[src/rtl/pwm_output_stage.sv]
// PWM output stage: prescaler, 8-bit period counter and per-pin enable/PWM mux.
// Optional PWM_SHADOW_EN: duty is latched once per period at the wrap tick.
module pwm_output_stage #(
  parameter int unsigned CLK_DIV = 13,
  parameter int unsigned PRESC_W = 16
) (
  input  logic        clk,
  input  logic        rst,
  input  logic [7:0]  en_reg_out_7_0,
  input  logic [7:0]  en_reg_out_15_8,
  input  logic [7:0]  en_reg_pwm_7_0,
  input  logic [7:0]  en_reg_pwm_15_8,
  input  logic [7:0]  pwm_duty_cycle,
  output logic [15:0] out,
  output logic        period_start
);

  localparam logic [PRESC_W-1:0] PRESC_MAX = PRESC_W'(CLK_DIV - 1);

  logic [PRESC_W-1:0] presc_cnt;
  logic [7:0]         pwm_cnt;
  logic [7:0]         duty_active;
  logic               tick;
  logic               wrap;
  logic               pwm_lvl;
  logic [15:0]        en_out;
  logic [15:0]        en_pwm;

  assign en_out = {en_reg_out_15_8, en_reg_out_7_0};
  assign en_pwm = {en_reg_pwm_15_8, en_reg_pwm_7_0};
  assign tick   = (presc_cnt == PRESC_MAX);
  assign wrap   = tick && (pwm_cnt == 8'hFF);

  always_ff @(posedge clk) begin
    if (rst) begin
      presc_cnt <= '0;
      pwm_cnt   <= '0;
    end else begin
      presc_cnt <= tick ? '0 : presc_cnt + 1'b1;
      if (tick) pwm_cnt <= pwm_cnt + 8'd1;
    end
  end

`ifdef PWM_SHADOW_EN
  always_ff @(posedge clk) begin
    if (rst)       duty_active <= '0;
    else if (wrap) duty_active <= pwm_duty_cycle;
  end
`else
  assign duty_active = pwm_duty_cycle;
`endif

  // 0xFF is forced high so the full-scale setting never drops for the count 255
  always_comb begin
    pwm_lvl = 1'b0;
    if (duty_active == 8'hFF) pwm_lvl = 1'b1;
    else                      pwm_lvl = (pwm_cnt < duty_active);
  end

  always_ff @(posedge clk) begin
    if (rst) begin
      out          <= '0;
      period_start <= 1'b0;
    end else begin
      out          <= en_out & (~en_pwm | {16{pwm_lvl}});
      period_start <= wrap;
    end
  end

endmodule

[config.mk]
export PLATFORM = sky130hd
export DESIGN_NAME = pwm_output_stage
export DESIGN_NICKNAME = d
export VERILOG_FILES = /design/src/rtl/pwm_output_stage.sv
export SDC_FILE = /design/constraint.sdc
export NUM_CORES = 1
export LEC_CHECK = 0
export CAP_MARGIN = 0
export CORE_UTILIZATION = 56
export CTS_BUF_LIST = sky130_fd_sc_hd__clkbuf_16
export DETAILED_ROUTE_END_ITERATION = 7
export DONT_BUFFER_PORTS = 1
export HOLD_SLACK_MARGIN = 0.05
export PLACE_DENSITY_LB_ADDON = 0.3
export SKIP_CTS_REPAIR_TIMING = 1
export SLEW_MARGIN = 10
export SYNTH_ARGS = -nofsm -noshare
export SYNTH_HDL_FRONTEND = slang
export SYNTH_SLANG_ARGS = --single-unit
[constraint.sdc]
create_clock -name clk -period 1.6 [get_ports clk]
set_input_delay 0.16 -clock clk [delete_from_list [all_inputs] [get_ports clk]]
set_output_delay 0.16 -clock clk [all_outputs]
set_load 0.005 [all_outputs]
; ---- Word-level counts from Yosys, hierarchy flattened
; Cells that the tools add are included.
[word_totals]
out_inout_bits = 17
in_bits = 42
elab_cells = 16
register_bits = 41
[op_classes]
n_eq_ne = 3
add_sub_neg = 2
n_lt_le_gt_ge = 1
reduce_logical = 2
n_bitwise = 3
n_mux = 1
[op_table]
columns = operator, n
row1 = $add 16x1->16 const B, 1
row2 = $and 16x16->16, 1
row3 = $eq 16x4->1 const B, 1
row4 = $eq 8x8->1 const B, 2
row5 = $not 16->16, 1
row6 = $or 16x16->16, 1
row7 = $add 8x1->8 const B, 1
row8 = $lt 8x8->1, 1
row9 = $reduce_or 2->1, 1
row10 = $logic_and 1x1->1, 1
row11 = $mux 1, 1

; ---- Logic depth before layout (Yosys ltp)
[logic_depth]
word_depth = 4
depth_mapped = 8
ltp_nobuf = 6

; ---- Worst setup path after synthesis
; No wires, ideal clock.
[synth_path]
path_kind = register to register
start = reg pwm_cnt[6]
end = reg out[0]
t_required_ps = 1481
path_buffers = 1
t_arrival_ps = 1593
path_stages_with_launch = 7
slack_ps = -113
synth_period_minus_slack_ps = 1713
setup_ps = 119
path_cell_list = dfxtp_1 -> ha_1 -> and4_1 -> o21ai_0 -> o32ai_2 -> buf_2 -> a21oi_1
[synth_between]
elab_chain_len = 4
[synth_lines]
columns = element, line
row1 = from (decl), 21  ; logic [7:0] pwm_cnt;
row2 = from (signal assigned), 40  ; if (tick) pwm_cnt <= pwm_cnt + 8'd1;
row3 = $lt 8x8->1, 57  ; else pwm_lvl = (pwm_cnt < duty_active);
row4 = $mux 1, 56  ; if (duty_active == 8'hFF) pwm_lvl = 1'b1;
row5 = $or 16x16->16, 65  ; out <= en_out & (~en_pwm | {16{pwm_lvl}});
row6 = $and 16x16->16, 65
row7 = to (signal assigned), 65
row8 = to (decl), 14  ; output logic [15:0] out,
; Every way passes these cells.
; A chain may end at the register's enable or synchronous reset.

; ---- Final worst setup path
[layout_path]
start = reg presc_cnt[12]
end = reg pwm_cnt[3]
[layout_between]
elab_chain_len = 1
[layout_lines]
columns = element, line
row1 = from (decl), 20  ; logic [PRESC_W-1:0] presc_cnt;
row2 = from (signal assigned), 39  ; presc_cnt <= tick ? '0 : presc_cnt + 1'b1;
row3 = $eq 16x4->1, 31  ; assign tick = (presc_cnt == PRESC_MAX);
; Every way passes these cells.

==> impl_metrics.toml <==
[status]
status = "finished with violations"
violations = "setup timing"

[floorplan]
std_cell_rows = 21
io_pins = 59
coreArea_mm2 = 0.003363
dieHeight_um = 61.51
die_width_um = 61.51
dieArea_mm2 = 0.003783
start_util = 0.5897

[routing]
totalWireLength_mm = 6.811
wl_per_cell_um = 21.02
dr.first_iter.drc_count = 131
drc = 0
viasPerCell = 6.201
route.antenna.remaining_nets = 0
vias = 2009
firstDrtPassIters = 4

[cells_and_area]
regArea_um2 = 829.5
fillers = 177
multi_input_comb_area_mm2 = 0.001259
mostFrequentLayoutCells = "34 x dfxtp_1, 31 x dlygate4sd3_1, 20 x buf_4"
final_common_cell = "dfxtp_1"
nets = 328
drive_gt1_frac = 0.2924
area_delta_synth_final_pct = 46.37
final_cells = 324

[synthesis]
yosysUniqueCellTypes = 37
synth_area_mm2 = 0.001983
ys_warn_count = 0
syn_avg_cell_area_um2 = 8.853
ys_ff_latch = 41
syn_inst = 224
yosysSeqAreaShare = 0.4139
syn-num-nets = 276

[setup_path]
cp_slowest_stage_delay_ns = 0.43
crit_chain = "nor4_4 > and4_2 > nand4b_1 > a21oi_1"
crit_path_start_kind = "flip-flop"
required_ns = 1.78
critPathKind = "reg2reg"
endpoint_kind = "flip-flop"
worstRegToRegCells = 4
worstPathArrival_ns = 1.90
crit_slowest_cell = "nor4_4"
crit_fanout = 7

[clocking]
htree_levels = 2
clk_latency_ns = 0.29
clock-root-buffer = "clkbuf_16"
clockBufferDepth = 2
numCtsBuffers = 5
clkSinkCount = 41
clkTransAtPathRegs_ns = 0.06
cts_tree = "built"

[timing]
fmax_mhz = 581.4
slew_headroom = 0.6508
finClkSkew_ns = 0.007550
setup_ws_ns = -0.1199
tightest_slew_ns = 0.5220
fin_crit_sh = 1.075
fin_tns_setup_ns = -2.066
period_minus_slack_ns = 1.720
setup_violations = 37
finalHoldViolCount = 0
drv_slew = 0
rsz0062_at_grt = "yes"

[hold_path]
hold_class = "in2reg"
hold_path_depth = 2

[power]
power_density_mw_per_mm2 = 847.3
power_w = 0.002459
ir_drop_mv = 0.8404
p_leak_nw = 1.107

[global_routing]
track_usage = 0.2479
grt_pass1_wl_mm = 6.624
grt_max_degree = 27
gr-total-overflow = 0
grt_pass1_vias = 1526
antenna_found_initial = 1

[placement]
dp_cells = 281
gp_congestion = 0.8360
io_buffers = 0
place_hpwl_mm = 3.289

[run]
cap_violations = 0
## cell families (layout without fill, tap and decap cells)
family	count (synthesis)	in the layout	share of synthesized area
simple gates	97	97	0.2902
flops	41	41	0.4139
compound gates	40	40	0.1249
buf+inv	23	76	0.05047
xor+xnor	13	13	0.05741
fa+ha+maj	10	10	0.06309
other cells	0	1	0
## critical path: cells and delay by family, from the launching register on
family / cells / cell delay, ns
flip-flops: 1 / 0.34
AO/OA/AOI/OAI: 1 / 0.28
AND/OR/NAND/NOR: 3 / 0.99
## synthesized netlist by cell type (all sizes together)
cell type  number  area (um^2)
a41o            1        10.01
a21oi          26        130.1
o32ai           1        16.27
nor4b           1        23.77
nand4b          4        35.03
and3            5        32.53
buf             4        26.27
or2b            1        7.510
or4             2        15.01
o21a            1        7.510
xor2            7        61.31
o41ai           4        35.03
nand2           7        26.28
or3             1        6.260
xnor2           6        52.55
nand4          10        68.81
nor2           25        93.84
dfxtp          41        820.8
nor4            3        33.78
nand2b         18        112.6
inv            13        48.80
nor3            3        15.01
and4bb          1        12.51
and4            3        26.28
ha             10        125.1
a21o            1        7.510
nand3          12        60.06
o31ai           3        22.52
and2            1        6.260
a2111oi         1        8.760
clkbuf          6        25.02
o21ai           2        10.01
## power breakdown
group	switching, W	internal (W)	leakage [nW]
sequential	0.0000184	0.00105	0.339
clock	0.000418	0.000738	0.0842
combinational	0.000109	0.000126	0.684
## path summary, 6_finish.rpt
| kind | endpoint | slack, ns | from |
|---|---|---|---|
| worst max-delay path | pwm_cnt[3] | -0.12 | presc_cnt[12] |
| worst min-delay path | out[15] | 0.04 | rst |
| worst max register to register | pwm_cnt[3] | -0.12 | presc_cnt[12] |
| worst min register to register | pwm_cnt[6] | 0.50 | pwm_cnt[6] |
## metal layers
layer / wire length, um / share of wire / up-vias / track usage
li1: - / - / 898 / -
met1: 2483 / 0.36 / 953 / 0.2672
met2: 3608 / 0.53 / 133 / 0.4347
met3: 422 / 0.062 / 25 / 0.06303
met4: 297 / 0.044 / 0 / 0.1492
met5: 0 / 0 / - / 0
## state kept, by name, indices dropped and copies added, names as in the netlist
name and count:
out 16, presc_cnt 16, pwm_cnt 8, period_start 1
## final cells by class
cell class / instances / share of cell area
antenna: 1 / 0.0008621
clock buffer: 5 / 0.04310
clock inverter: 3 / 0.01509
inverter: 13 / 0.01681
multi-input combinational: 160 / 0.4336
sequential: 41 / 0.2858
tap: 46 / 0.01983
timing repair buffer: 55 / 0.1849
## through the flow
| step | utilization | setup slack (ns) | area (um^2) | hold WS, ns |
|---|---|---|---|---|
| 6_report | 0.8631 | -0.1199 | 2903 | 0.04108 |
| 5_1_grt | 0.8631 | -0.1464 | 2903 | 0.04877 |
| 3_5_place_dp | 0.6745 | -0.06835 | 2268 | 0.2284 |
| 3_3_place_gp | 0.6745 | 0.05092 | 2268 | 0.2244 |
| 2_1_floorplan | - | -0.004403 | 2086 | 0.2437 |
| 4_1_cts | 0.7247 | -0.1095 | 2437 | -0.06537 |
No activity file was read; power rests on OpenSTA's default activity.
